File: src/rtl/i2s_rx_capture.sv
// i2s_rx_capture: four-channel I2S receiver for a shared-BCLK/WS INMP441 array.
// Captures the 24-bit left-slot sample of every mic in the same frame and
// presents them as one phase-aligned word on a valid/ready interface.
//
// Ports:
//   clk, rst_n     system clock, synchronous active-low reset
//   bclk, ws, sd   I2S bit clock, word select (0 = left), per-mic serial data
//   sample_data    mic i at [i*SAMPLE_BITS +: SAMPLE_BITS]
//   sample_valid   sample_data holds an unconsumed frame
//   sample_ready   consumer accepts when high together with sample_valid
//   overrun        one-clk pulse when a completed frame is dropped
//   frame_err      one-clk pulse on a WS edge at an unexpected bit position
//
// Optional feature: define I2S_RX_INPUT_SYNC_EN to put a 2-flop synchroniser
// ahead of the snapshot stage (for an asynchronous BCLK master, +2 clk latency).
module i2s_rx_capture #(
  parameter int unsigned N_MICS      = 4,
  parameter int unsigned SAMPLE_BITS = 24,
  parameter int unsigned BITS_PER_CH = 32
) (
  input  logic                          clk,
  input  logic                          rst_n,
  input  logic                          bclk,
  input  logic                          ws,
  input  logic [N_MICS-1:0]             sd,
  output logic [N_MICS*SAMPLE_BITS-1:0] sample_data,
  output logic                          sample_valid,
  input  logic                          sample_ready,
  output logic                          overrun,
  output logic                          frame_err
);

  localparam int unsigned DataW = N_MICS * SAMPLE_BITS;
  localparam int unsigned CntW  = (BITS_PER_CH > 1) ? $clog2(BITS_PER_CH) : 1;
  localparam logic [CntW-1:0] CntMax  = CntW'(BITS_PER_CH - 1);
  localparam logic [CntW-1:0] CntLast = CntW'(SAMPLE_BITS - 1);

  typedef enum logic [1:0] {StSeek, StLeftData, StLeftPad, StRight} state_e;

  logic              in_bclk, in_ws;
  logic [N_MICS-1:0] in_sd;

`ifdef I2S_RX_INPUT_SYNC_EN
  logic [N_MICS+1:0] sync1_q, sync2_q;

  always_ff @(posedge clk) begin
    if (!rst_n) begin
      sync1_q <= '0;
      sync2_q <= '0;
    end else begin
      sync1_q <= {bclk, ws, sd};
      sync2_q <= sync1_q;
    end
  end

  assign {in_bclk, in_ws, in_sd} = sync2_q;
`else
  assign {in_bclk, in_ws, in_sd} = {bclk, ws, sd};
`endif

  // Snapshot stage: all three inputs registered together.
  logic              bclk_q, ws_q, bclk_prev_q;
  logic [N_MICS-1:0] sd_q;

  state_e            state_q, state_d;
  logic              ws_last_q, ws_last_d;
  logic [CntW-1:0]   bit_cnt_q, bit_cnt_d;
  logic [DataW-1:0]  shift_q, shift_d;
  logic [DataW-1:0]  data_q, data_d;
  logic              valid_q, valid_d;
  logic              overrun_q, overrun_d;
  logic              frame_err_q, frame_err_d;

  logic rise, boundary, load_frame;

  assign rise     = bclk_q & ~bclk_prev_q;
  assign boundary = rise & (ws_q != ws_last_q);

  always_ff @(posedge clk) begin
    if (!rst_n) begin
      bclk_q      <= 1'b0;
      ws_q        <= 1'b0;
      sd_q        <= '0;
      bclk_prev_q <= 1'b0;
      state_q     <= StSeek;
      ws_last_q   <= 1'b0;
      bit_cnt_q   <= '0;
      shift_q     <= '0;
      data_q      <= '0;
      valid_q     <= 1'b0;
      overrun_q   <= 1'b0;
      frame_err_q <= 1'b0;
    end else begin
      bclk_q      <= in_bclk;
      ws_q        <= in_ws;
      sd_q        <= in_sd;
      bclk_prev_q <= bclk_q;
      state_q     <= state_d;
      ws_last_q   <= ws_last_d;
      bit_cnt_q   <= bit_cnt_d;
      shift_q     <= shift_d;
      data_q      <= data_d;
      valid_q     <= valid_d;
      overrun_q   <= overrun_d;
      frame_err_q <= frame_err_d;
    end
  end

  always_comb begin
    state_d     = state_q;
    ws_last_d   = ws_last_q;
    bit_cnt_d   = bit_cnt_q;
    shift_d     = shift_q;
    data_d      = data_q;
    valid_d     = valid_q;
    overrun_d   = 1'b0;
    frame_err_d = 1'b0;
    load_frame  = 1'b0;

    if (valid_q && sample_ready) valid_d = 1'b0;

    if (rise) begin
      ws_last_d = ws_q;
      if (boundary)                bit_cnt_d = '0;
      else if (bit_cnt_q != CntMax) bit_cnt_d = bit_cnt_q + CntW'(1);

      if (boundary && (state_q != StSeek) && (bit_cnt_q != CntMax)) begin
        // Misplaced WS edge: drop partial data and re-evaluate the edge as SEEK
        // would, so a ws=0 edge starts a fresh capture right away.
        frame_err_d = 1'b1;
        shift_d     = '0;
        state_d     = ws_q ? StSeek : StLeftData;
      end else begin
        unique case (state_q)
          StSeek: begin
            if (boundary && !ws_q) state_d = StLeftData;
          end
          StLeftData: begin
            // Any boundary here is a mismatch (count < BITS_PER_CH-1), handled above.
            for (int unsigned i = 0; i < N_MICS; i++) begin
              shift_d[i*SAMPLE_BITS +: SAMPLE_BITS] =
                {shift_q[i*SAMPLE_BITS +: SAMPLE_BITS-1], sd_q[i]};
            end
            if (bit_cnt_q == CntLast) begin
              load_frame = 1'b1;
              state_d    = StLeftPad;
            end
          end
          StLeftPad: begin
            if (boundary && ws_q) state_d = StRight;
          end
          StRight: begin
            if (boundary && !ws_q) state_d = StLeftData;
          end
        endcase
      end
    end

    if (load_frame) begin
      if (!valid_q || sample_ready) begin
        data_d  = shift_d;
        valid_d = 1'b1;
      end else begin
        overrun_d = 1'b1;
      end
    end
  end

  assign sample_data  = data_q;
  assign sample_valid = valid_q;
  assign overrun      = overrun_q;
  assign frame_err    = frame_err_q;

endmodule

File: config.mk
export PLATFORM = sky130hd
export DESIGN_NAME = i2s_rx_capture
export DESIGN_NICKNAME = d
export VERILOG_FILES = /design/src/rtl/i2s_rx_capture.sv
export SDC_FILE = /design/constraint.sdc
export NUM_CORES = 1
export LEC_CHECK = 0
export ABC_AREA = 0
export BUFFER_PORTS_ARGS = -buffer_cell sky130_fd_sc_hd__buf_2
export CORE_ASPECT_RATIO = 1.4
export CORE_MARGIN = 8
export CORE_UTILIZATION = 57
export DETAILED_ROUTE_END_ITERATION = 10
export PLACE_DENSITY = 0.9
export SLEW_MARGIN = 40
export SYNTH_ARGS = -nofsm -noshare
export SYNTH_HDL_FRONTEND = slang
export SYNTH_SLANG_ARGS = --single-unit
File: constraint.sdc
create_clock -name clk -period 3.2 [get_ports clk]
set_clock_uncertainty 0.15 [all_clocks]
set_input_delay 0.16 -clock clk [delete_from_list [all_inputs] [get_ports clk]]
set_output_delay 0.16 -clock clk [all_outputs]
set_load 0.05 [all_outputs]
==> key figures, run 1 <==
Worst setup path
  • CP Buf/Inv Count: 1
  • CP startpoint kind: flop
  • Number of cells on the critical path: 7
  • Worst path required time: 3400 ps
  • FF-to-FF setup slack: 490 ps
  • Family with the most delay on the worst path: simple AND/OR/NAND/NOR gates
  • Crit path capture type: flop
  • Launch point of the worst reg-to-reg path: bit_cnt_q[0]$_SDFFE_PN0P_
  • Critical-path top delay cell: or4b_4
  • CP cell instances: ha_1 -> and3_1 -> ha_1 -> or4b_4 -> o21ai_4 -> buf_12 -> o31ai_1
  • Crit-path max cell delay: 580 ps
  • R2R depth: 7
  • Critical path's most frequent cell: ha_1
  • Worst setup path class: flop to flop
  • Crit path DAT: 2920 ps
  • Crit. Startpoint: bit_cnt_q[0]$_SDFFE_PN0P_
  • Crit Reg-Reg Endpoint: sample_data[60]$_SDFFE_PN0P_
  • Crit path capture: sample_data[60]$_SDFFE_PN0P_
  • CP max FO: 99

Place
  • Detailed Place HPWL: 10100 µm
  • Port-buffer cells: 107
  • Placed Cells: 959
  • GPL Wtd Cong: 0.815

STA
  • Setup TNS: 0 ps
  • Final Critical Period: 2710 ps
  • RSZ-0062 raised after global routing: no
  • Measured slew at the worst slew-check pin: 657 ps
  • Max-slew headroom: 56.2%
  • Final slew viol count: 0
  • Final period util: 84.8%
  • Final setup fails: 0
  • F_max: 0.368 GHz
  • Fin. Hold Viols: 0

Floorplanning
  • Overall die width: 115 µm
  • IO Pins: 108
  • Die area: 0.0177 mm²
  • Die height: 154 µm
  • Core area: 0.0133 mm²
  • Initial core utilization: 58.3%
  • Placement Rows: 50

Cells and area
  • Final core utilization: 67.7%
  • Area of the multi-input gates: 0.00320 mm²
  • Antenna Cells: 0
  • Final nets: 820
  • Share of cells above drive strength 1: 22.4%
  • Filler cell count in the final layout: 1039
  • Most frequent cells in the layout: 210 x dfxtp_1, 106 x buf_2, 99 x nor2_1
  • Area Growth Syn to Fin: 16.1%
  • Post-Layout Cell Count: 1000
  • Sequential cell area: 0.00420 mm²
  • Commonest non-fill, non-tap cell in the layout: dfxtp_1

CTS
  • CTS tree: built
  • Clk slew on worst S/H paths: 60 ps
  • Clock Latency Late Sink: 480 ps
  • Clock buffer depth: 3
  • H-tree depth reported by CTS: 1
  • Root buffer cell: clkbuf_16
  • Setup bufs post-CTS: 0
  • Total CTS buffers: 19
  • CTS sink count: 210

Global route
  • First-pass GRT wire length: 26700 µm
  • Initial antenna violation count: 0
  • GRT overflow: 0
  • GRT Util Overall: 18.1%
  • Maximum number of pins on one net before global-route repair: 100
  • Vias in the first global route: 5378

Synth
  • Avg Cell Area, Syn: 10.8 µm²
  • Share of the synthesized area in the top cell type: 54.1%
  • Synthesized area: 0.00777 mm²
  • #FFs+latches synth: 210
  • YS warnings: 0
  • Total nets after synthesis: 735
  • Netlist cell types: 43
  • Sequential fraction of the synthesis area: 54.1%
  • Post-synth top area cell: dfxtp_1
  • Top cells by area, synth: dfxtp_1 54%, mux2i_1 13%, nor2_1 4.8%
  • Syn Inst Count: 720

Power and ir drop
  • Switch Pwr: 1.03 mW
  • Sequential Power Share: 53.1%
  • Pwr dens: 548 mW/mm²
  • Pleak: 3.90 nW
  • Clock power share: 44.8%
  • Switching share of power: 20.8%
  • Logic pwr share: 2.1%
  • Power Internal: 3.92 mW
  • Peak VDD IR: 0.415 mV

Run status
  • Outcome: completed

Detailed routing
  • Final wirelength: 16200 µm
  • Routed len/inst: 16.2 µm
  • Antenna-violating nets left: 0
  • Vias per cell: 5.53
  • Drt first pass iters: 7
  • DRC: 0
  • Vias: 5525
  • DRT iter0 DRCs: 369

Min path
  • Hold Path Depth: 2
  • Worst hold path type: input pin to flop

Run
  • MaxCap Viol Count: 0
==> Yosys cell counts, drive strengths merged <==
cell type	count
dfxtp	210
nor2	99
mux2i	98
nand3	65
o31ai	65
buf	47
nand2	34
o211a	31
clkbuf	13
and2	7
ha	6
o21ai	6
a21oi	4
and3	3
inv	3
nor2b	3
nor3	3
nand4b	2
xnor2	2
xor2	2
a2111o	1
a2111oi	1
a21boi	1
a21o	1
a221oi	1
and3b	1
nand2b	1
nand3b	1
nand4	1
nor3b	1
nor4b	1
o21a	1
o221ai	1
o41ai	1
or2	1
or2b	1
or4b	1
==> logic make-up after synthesis <==
kind of cell | after synthesis | share of synthesized area, %
buffers and inverters | 63 | 4.80
multiplexers | 98 | 12.6
adder cells (fa/ha/maj) | 6 | 0.966
AND/OR/NAND/NOR | 225 | 13.3
XOR/XNOR | 4 | 0.451
AO/OA/AOI/OAI | 114 | 13.8
flip-flops | 210 | 54.1
==> flip-flops by register name, indices dropped and copies added (netlist names) <==
name          cells
sample_data      96
ws_q              1
bclk_q            1
frame_err         1
state_q           2
bit_cnt_q         5
shift_q          96
bclk_prev_q       1
sd_q              4
overrun           1
ws_last_q         1
sample_valid      1
==> worst reg2reg max path, cell delays in order (launching register included) <==
cell and delay (ps):
dfxtp_1 330, ha_1 240, and3_1 200, ha_1 250, or4b_4 580, o21ai_4 220
buf_12 370, o31ai_1 250
==> worst min-delay path by stage <==
stage | to | from | slack [ps]
finish | sample_data[67]$_SDFFE_PN0P_ | rst_n | 90
global route | sample_data[66]$_SDFFE_PN0P_ | rst_n | 100
CTS | sample_data[69]$_SDFFE_PN0P_ | rst_n | 60
detailed placement | ws_q$_SDFF_PN0_ | ws | 220
global placement | sd_q[3]$_SDFF_PN0_ | sd[3] | 220
floorplan | bclk_q$_SDFF_PN0_ | bclk | 140
==> what timing repair did <==
item	4_1_cts	5_1_grt
hold buffers	7	0
resized for setup	0	0
endpoints found under the hold margin	8	0
==> per-stage QoR <==
stage | worst slack, ps | instance area [µm²] | hold slack (ps) | power [mW]
final | 485 | 9020 | 87.3 | 4.95
after global routing | 354 | 9020 | 96.1 | 5.12
after CTS | 496 | 9020 | 64.6 | 5.00
after detailed placement | 527 | 8340 | 219 | 2.78
after global placement | 585 | 8340 | 219 | 2.78
after floorplan | 790 | 7770 | 137 | 2.76
==> metal layers <==
layer	routed length (µm)	part of all wire [%]	track usage (%)
met2	7990	49	30.8
met5	0	0	0
met3	868	5.4	3.49
met4	397	2.5	6.49
met1	6900	43	21.9
==> cell type report <==
class                   instances  area share [%]
flip-flops and latches        210            46.6
clock inverters                10           0.902
repair buffers                124            8.40
clock buffers                  24            5.92
inverters                       3           0.125
well taps                     182            2.52
multi-input cells             447            35.5
==> power by group through the flow <==
stage,Combinational (mW),Sequential [mW],Clock [mW]
6_report,0.103,2.63,2.22
4_1_cts,0.103,2.62,2.27
3_3_place_gp,0.0953,2.68,0
3_5_place_dp,0.0960,2.68,0
5_1_grt,0.113,2.62,2.39
2_1_floorplan,0.0765,2.68,0
(Power assumes the default switching activity.)
==> run 2, diff against run 1 <==
--- a/config.mk
+++ b/config.mk
@@ -5,13 +5,13 @@
 export SDC_FILE = /design/constraint.sdc
 export NUM_CORES = 1
 export LEC_CHECK = 0
-export ABC_AREA = 0
+export ABC_AREA = 1
 export BUFFER_PORTS_ARGS = -buffer_cell sky130_fd_sc_hd__buf_2
 export CORE_ASPECT_RATIO = 1.4
 export CORE_MARGIN = 8
-export CORE_UTILIZATION = 57
+export CORE_UTILIZATION = 52
 export DETAILED_ROUTE_END_ITERATION = 10
-export PLACE_DENSITY = 0.9
+export PLACE_DENSITY = 0.87
 export SLEW_MARGIN = 40
 export SYNTH_ARGS = -nofsm -noshare
 export SYNTH_HDL_FRONTEND = slang
==> constraint.sdc (replaced) <==
create_clock -name clk -period 2.4 [get_ports clk]
set_clock_uncertainty 0.15 [all_clocks]
set_input_delay 0.12 -clock clk [delete_from_list [all_inputs] [get_ports clk]]
set_output_delay 0.12 -clock clk [all_outputs]
set_load 0.05 [all_outputs]
==> key figures, run 2 <==
Synth
  • Post-synth top flop: dfxtp_1
  • #FFs+latches synth: 210 (unchanged)
  • Leading post-synthesis cells by instance count: 269 x nand2_1, 210 x dfxtp_1, 189 x nor2_1
  • Total nets after synthesis: 1112 (+51%)
  • Share of the synthesized area in the top cell type: 51.4% (-2.7 points)
  • Number of synthesized flops with an enable pin: 0 (unchanged)
  • YS warnings: 0 (unchanged)
  • Post-synthesis async set-or-reset flop share: 0% (unchanged)
  • Synthesized area: 0.00818 mm² (+5.3%)
  • Count leader, synth: nand2_1
  • Syn Inst Count: 1097 (+52%)
  • Avg Cell Area, Syn: 7.45 µm² (-31%)
  • Sequential fraction of the synthesis area: 51.4% (-2.7 points)
  • Post-synth top area cell: dfxtp_1
  • Netlist cell types: 26 (-40%)
  • Top cells by area, synth: dfxtp_1 51%, nand2_1 12%, nor2_1 8.7%

Power and ir drop
  • Pwr dens: 709 mW/mm² (+29%)
  • Peak VDD IR: 0.500 mV (+21%)
  • Pleak: 4.84 nW (+24%)

STA
  • Measured slew at the worst slew-check pin: 531 ps (-126 ps)
  • Setup TNS: 0 ps (unchanged)
  • Max-slew headroom: 64.5% (+8.4 points)
  • F_max: 0.443 GHz (+20%)
  • Fin. Hold Viols: 0 (unchanged)
  • Final setup fails: 0 (unchanged)
  • Final slew viol count: 0 (unchanged)
  • Final period util: 94.0% (+9.2 points)
  • Final Critical Period: 2260 ps (-458 ps)
  • Final WS setup: 143 ps (-342 ps)

Worst setup path
  • Worst setup path class: flop to flop
  • Crit path capture type: flop
  • R2R depth: 12 (+5)
  • CP startpoint kind: flop
  • Crit Reg-Reg Endpoint: sample_data[73]$_SDFFE_PN0P_
  • Worst path required time: 2590 ps (-810 ps)
  • Launch point of the worst reg-to-reg path: bit_cnt_q[0]$_SDFFE_PN0P_
  • FF-to-FF setup slack: 140 ps (-340 ps)
  • Crit path DAT: 2450 ps (-470 ps)
  • CP max FO: 14 (-86%)

CTS
  • Clock Latency Late Sink: 490 ps (about the same)
  • Clk slew on worst S/H paths: 70 ps (about the same)
  • CTS tree: built
  • H-tree depth reported by CTS: 1 (unchanged)
  • Root buffer cell: clkbuf_16
  • Total CTS buffers: 20 (+1)
  • CTS sink count: 210 (unchanged)
  • Clock buffer depth: 3 (unchanged)

Floorplanning
  • Initial core utilization: 52.8% (-5.5 points)
  • Die area: 0.0200 mm² (+13%)
  • IO Pins: 108 (unchanged)
  • Placement Rows: 54 (+8.0%)
  • Die height: 164 µm (+6.6%)
  • Core area: 0.0155 mm² (+16%)
  • Overall die width: 122 µm (+6.4%)

Min path
  • Hold Path Depth: 4 (+2)
  • Worst hold path type: input pin to flop
  • Worst Hold Path EP: sd_q[1]$_SDFF_PN0_
  • Hold wc startpoint: sd[1]

Global route
  • GRT overflow: 0 (unchanged)
  • Initial antenna violation count: 0 (unchanged)
  • Maximum number of pins on one net before global-route repair: 111 (+11%)
  • Vias in the first global route: 6821 (+27%)
  • First-pass GRT wire length: 31600 µm (+19%)
  • GRT Util Overall: 19.0% (+0.95 points)

Detailed routing
  • DRT iter0 DRCs: 441 (+20%)
  • Antenna-violating nets left: 0 (unchanged)
  • Final wirelength: 19500 µm (+21%)
  • Routed len/inst: 14.0 µm (-14%)
  • Drt first pass iters: 5 (-2)
  • Vias per cell: 5.05 (-8.6%)
  • DRC: 0 (unchanged)
  • Vias: 7048 (+28%)

Cells and area
  • Final Cell Area: 0.00969 mm² (+7.4%)
  • Antenna Cells: 0 (unchanged)
  • Area Growth Syn to Fin: 18.5%
  • Share of cells above drive strength 1: 14.4% (-7.9 points)
  • Filler cell count in the final layout: 1275 (+23%)
  • Commonest non-fill, non-tap cell in the layout: nand2_1
  • Most frequent cells in the layout: 268 x nand2_1, 210 x dfxtp_1, 188 x nor2_1
  • Final nets: 1203 (+47%)

Run status
  • Outcome: completed

Place
  • Port-buffer cells: 107 (unchanged)
  • GPL Wtd Cong: 0.800 (-1.9%)
  • Post-DP Area: 0.00876 mm² (+5.1%)
  • Detailed Place HPWL: 12000 µm (+18%)
  • Worst slack at placement: 50.3 ps (-477 ps)

Run
  • MaxCap Viol Count: 0 (unchanged)
-- run 2: timing repair --
action | in CTS | in global routing
endpoints found under the setup margin | 1 | 111
gates cloned | 1 | 3
resized for setup | 1 | 10
pin swaps | 0 | 1
hold buffers | 10 | 0
endpoints found under the hold margin | 14 | 0
buffers inserted | 0 | 2
-- run 2: final cells by class --
class,count,area (µm²),share of cell area (%)
inverters,128,484,5.00
clock inverters,4,72.6,0.749
repair buffers,141,962,9.93
flip-flops and latches,210,4200,43.4
multi-input cells,687,3120,32.2
clock buffers,29,606,6.25
well taps,196,245,2.53
-- run 2: cell families after synthesis --
group | count (synthesis) | synth area share, %
and+or+nand+nor | 480 | 22.8
adders and majority gates | 6 | 0.918
xor gates and xnor gates | 1 | 0.107
AOI/OAI and AO/OA | 182 | 11.7
DFF | 210 | 51.4
buffers and inverters | 200 | 10.8
muxes | 18 | 2.20
-- run 2: how the worst max path moves through the flow --
| stage | from | end | depth (start not counted) |
|---|---|---|---|
| 2_1_floorplan | bit_cnt_q[0]$_SDFFE_PN0P_ | sample_data[83]$_SDFFE_PN0P_ | 12 |
| 6_report | bit_cnt_q[0]$_SDFFE_PN0P_ | sample_data[73]$_SDFFE_PN0P_ | 12 |
| 4_1_cts | bit_cnt_q[0]$_SDFFE_PN0P_ | sample_data[55]$_SDFFE_PN0P_ | 12 |
| 3_3_place_gp | bit_cnt_q[0]$_SDFFE_PN0P_ | sample_data[49]$_SDFFE_PN0P_ | 12 |
| 3_5_place_dp | bit_cnt_q[0]$_SDFFE_PN0P_ | sample_data[70]$_SDFFE_PN0P_ | 12 |
| 5_1_grt | bit_cnt_q[0]$_SDFFE_PN0P_ | sample_data[41]$_SDFFE_PN0P_ | 11 |
-- run 2: through the flow --
step	hold slack (ps)	cells	total power, mW	utilization [%]
2_1_floorplan	67.6	1097	3.66	-
3_3_place_gp	149	1346	3.69	56.6
3_5_place_dp	160	1346	3.70	56.6
4_1_cts	192	1390	6.91	61.9
5_1_grt	227	1395	7.06	62.6
6_report	208	1395	6.87	62.6
-- run 2: critical path, cell delays in order, from the launching register on --
cell and delay, ps:
dfxtp_1 340, ha_1 220, nand2_1 110, nor2_1 60, ha_1 190, nor2_2 130
nand4_4 190, buf_12 210, inv_4 120, buf_12 160, nor2_1 60, nand2_1 80
a21oi_1 80
-- run 2: routing by layer --
layer,GRT usage [%],wire [µm],vias up
li1,-,-,3575
met5,0,0,-
met1,21.3,7950,3240
met3,2.67,986,47
met2,35.0,9830,186
met4,7.99,730,0
-- run 2: power breakdown --
part	total, mW	internal (mW)	switching, mW
registers	3.50	3.49	0.00716
clock network	3.24	1.96	1.28
logic	0.131	0.0405	0.0901
total	6.87	5.49	1.38
==> run 3, diff against run 2 <==
--- a/config.mk
+++ b/config.mk
@@ -9,9 +9,9 @@
 export BUFFER_PORTS_ARGS = -buffer_cell sky130_fd_sc_hd__buf_2
 export CORE_ASPECT_RATIO = 1.4
 export CORE_MARGIN = 8
-export CORE_UTILIZATION = 52
+export CORE_UTILIZATION = 57
 export DETAILED_ROUTE_END_ITERATION = 10
-export PLACE_DENSITY = 0.87
+export PLACE_DENSITY = 0.9
 export SLEW_MARGIN = 40
 export SYNTH_ARGS = -nofsm -noshare
 export SYNTH_HDL_FRONTEND = slang
==> constraint.sdc (replaced) <==
create_clock -name clk -period 2.5 [get_ports clk]
set_clock_uncertainty 0.15 [all_clocks]
set_input_delay 0.125 -clock clk [delete_from_list [all_inputs] [get_ports clk]]
set_output_delay 0.125 -clock clk [all_outputs]
set_load 0.05 [all_outputs]
==> key figures, run 3 (synthesis gave the netlist of run 2 again) <==
STA
  • Final slew viol count: 0 (unchanged)
  • Final Critical Period: 2280 ps (+19.6 ps)
  • F_max: 0.439 GHz (-0.86%)
  • Max-slew headroom: 71.0% (+6.5 points)
  • Measured slew at the worst slew-check pin: 434 ps (-97.2 ps)
  • Final setup fails: 0 (unchanged)
  • Final WS setup: 223 ps (+80.4 ps)
  • Fin. Hold Viols: 0 (unchanged)
  • RSZ-0062 raised after global routing: no
  • Setup TNS: 0 ps (unchanged)
  • Final period util: 91.1% (-3.0 points)

Power and ir drop
  • Total Power: 6.63 mW (-3.5%)
  • Pwr dens: 693 mW/mm² (-2.2%)
  • Peak VDD IR: 0.472 mV (-5.7%)
  • Pleak: 4.80 nW (-0.94%)

Cells and area
  • Final nets: 1192 (-0.91%)
  • Share of cells above drive strength 1: 13.9% (-0.57 points)
  • Antenna Cells: 0 (unchanged)
  • Area Growth Syn to Fin: 16.9%
  • Post-Layout Cell Count: 1380 (-1.1%)
  • Commonest non-fill, non-tap cell in the layout: nand2_1
  • Most frequent cells in the layout: 268 x nand2_1, 210 x dfxtp_1, 189 x nor2_1

Place
  • Port-buffer cells: 107 (unchanged)
  • Placed Cells: 1336 (-0.74%)
  • Worst slack at placement: 182 ps (+131 ps)
  • GPL Wtd Cong: 0.789 (-1.3%)
  • Detailed Place HPWL: 11700 µm (-2.6%)

Detailed routing
  • Routed len/inst: 13.3 µm (-5.1%)
  • Drt first pass iters: 6 (+1)
  • Antenna-violating nets left: 0 (unchanged)
  • Vias: 6852 (-2.8%)
  • DRT iter0 DRCs: 461 (+4.5%)
  • Final wirelength: 18300 µm (-6.1%)
  • DRC: 0 (unchanged)
  • Vias per cell: 4.97 (-1.7%)

Worst setup path
  • CP startpoint kind: flop
  • FF-to-FF setup slack: 220 ps (+80 ps)
  • Launch point of the worst reg-to-reg path: bit_cnt_q[0]$_SDFFE_PN0P_
  • Worst path required time: 2710 ps (+120 ps)
  • R2R depth: 12 (unchanged)
  • Crit path DAT: 2490 ps (+40 ps)
  • CP max FO: 31 (+17)
  • Worst setup path class: flop to flop
  • Crit Reg-Reg Endpoint: sample_data[25]$_SDFFE_PN0P_
  • Crit path capture type: flop

Global route
  • GRT overflow: 0 (unchanged)
  • Maximum number of pins on one net before global-route repair: 97 (-13%)
  • Vias in the first global route: 6527 (-4.3%)
  • GRT Util Overall: 20.3% (+1.3 points)
  • First-pass GRT wire length: 30600 µm (-3.1%)
  • Initial antenna violation count: 0 (unchanged)

Min path
  • Hold wc startpoint: sd[0]
  • Hold Path Depth: 4 (unchanged)
  • Worst Hold Path EP: sd_q[0]$_SDFF_PN0_
  • Worst hold path type: input pin to flop

CTS
  • Setup bufs post-CTS: 0 (unchanged)
  • H-tree depth reported by CTS: 1 (unchanged)
  • Clock Latency Late Sink: 490 ps (about the same)
  • Clock buffer depth: 3 (unchanged)
  • Root buffer cell: clkbuf_16
  • Clk slew on worst S/H paths: 70 ps (about the same)
  • Total CTS buffers: 20 (unchanged)
  • CTS tree: built
  • CTS sink count: 210 (unchanged)

Run
  • MaxCap Viol Count: 0 (unchanged)

Floorplanning
  • IO Pins: 108 (unchanged)
  • Core area: 0.0142 mm² (-7.9%)
  • Die area: 0.0185 mm² (-7.8%)
  • Initial core utilization: 57.4% (+4.5 points)
  • Placement Rows: 52 (-3.7%)
  • Overall die width: 117 µm (-3.9%)
  • Die height: 158 µm (-4.0%)

Run status
  • Outcome: completed
run 3: worst max-delay path by stage:
stage	start	endpoint	cells past startpoint
2_1_floorplan	bit_cnt_q[0]$_SDFFE_PN0P_	sample_data[83]$_SDFFE_PN0P_	12
3_3_place_gp	bit_cnt_q[0]$_SDFFE_PN0P_	sample_data[74]$_SDFFE_PN0P_	11
3_5_place_dp	bit_cnt_q[0]$_SDFFE_PN0P_	sample_data[83]$_SDFFE_PN0P_	11
4_1_cts	bit_cnt_q[0]$_SDFFE_PN0P_	sample_data[70]$_SDFFE_PN0P_	11
5_1_grt	bit_cnt_q[0]$_SDFFE_PN0P_	sample_data[10]$_SDFFE_PN0P_	12
6_report	bit_cnt_q[0]$_SDFFE_PN0P_	sample_data[25]$_SDFFE_PN0P_	12
run 3: report_power, final:
part           switching, mW  total, mW  internal (mW)  leakage (nW)
combinational         0.0842      0.121         0.0365          2.76
clock                   1.27       3.15           1.88         0.343
sequential           0.00710       3.36           3.35          1.69
total                   1.36       6.63           5.27          4.80
run 3: repair_timing:
action	in CTS	in global routing
resized for setup	0	2
endpoints found under the setup margin	0	9
hold buffers	8	0
endpoints found under the hold margin	28	0
run 3: layout make-up:
type                            instances  area, µm²
Timing Repair Buffer                  130        832
Tap cell                              189        236
Clock inverter                          7        100
Sequential cell                       210       4200
Multi-Input combinational cell        687       3110
Fill cell                            1108       4690
Clock buffer                           29        596
Inverter                              128        483
run 3: per-stage QoR:
stage | util, % | instance area (µm²) | hold slack (ps)
2_1_floorplan | - | 8180 | 72.6
3_3_place_gp | 61.6 | 8780 | 156
3_5_place_dp | 61.6 | 8780 | 173
4_1_cts | 67.1 | 9550 | 197
5_1_grt | 67.1 | 9560 | 226
6_report | 67.1 | 9560 | 209
run 3: metal layers:
layer | track usage [%] | vias to the layer above | wire, µm
met5 | 0 | - | 0
met4 | 7.83 | 0 | 408
met3 | 2.90 | 31 | 912
met2 | 36.8 | 168 | 9430
met1 | 23.1 | 3114 | 7550
li1 | - | 3539 | -
run 3: worst max-delay path, cell delays in order, from the launching register on:
cell     delay (ps)
dfxtp_1         340
ha_1            220
nand2_1         100
nor2_1           50
ha_1            180
nor2_1          120
nand4_2         170
buf_6           240
inv_2           110
buf_4           240
nor2_1           70
nand2_1          80
a21oi_1          70
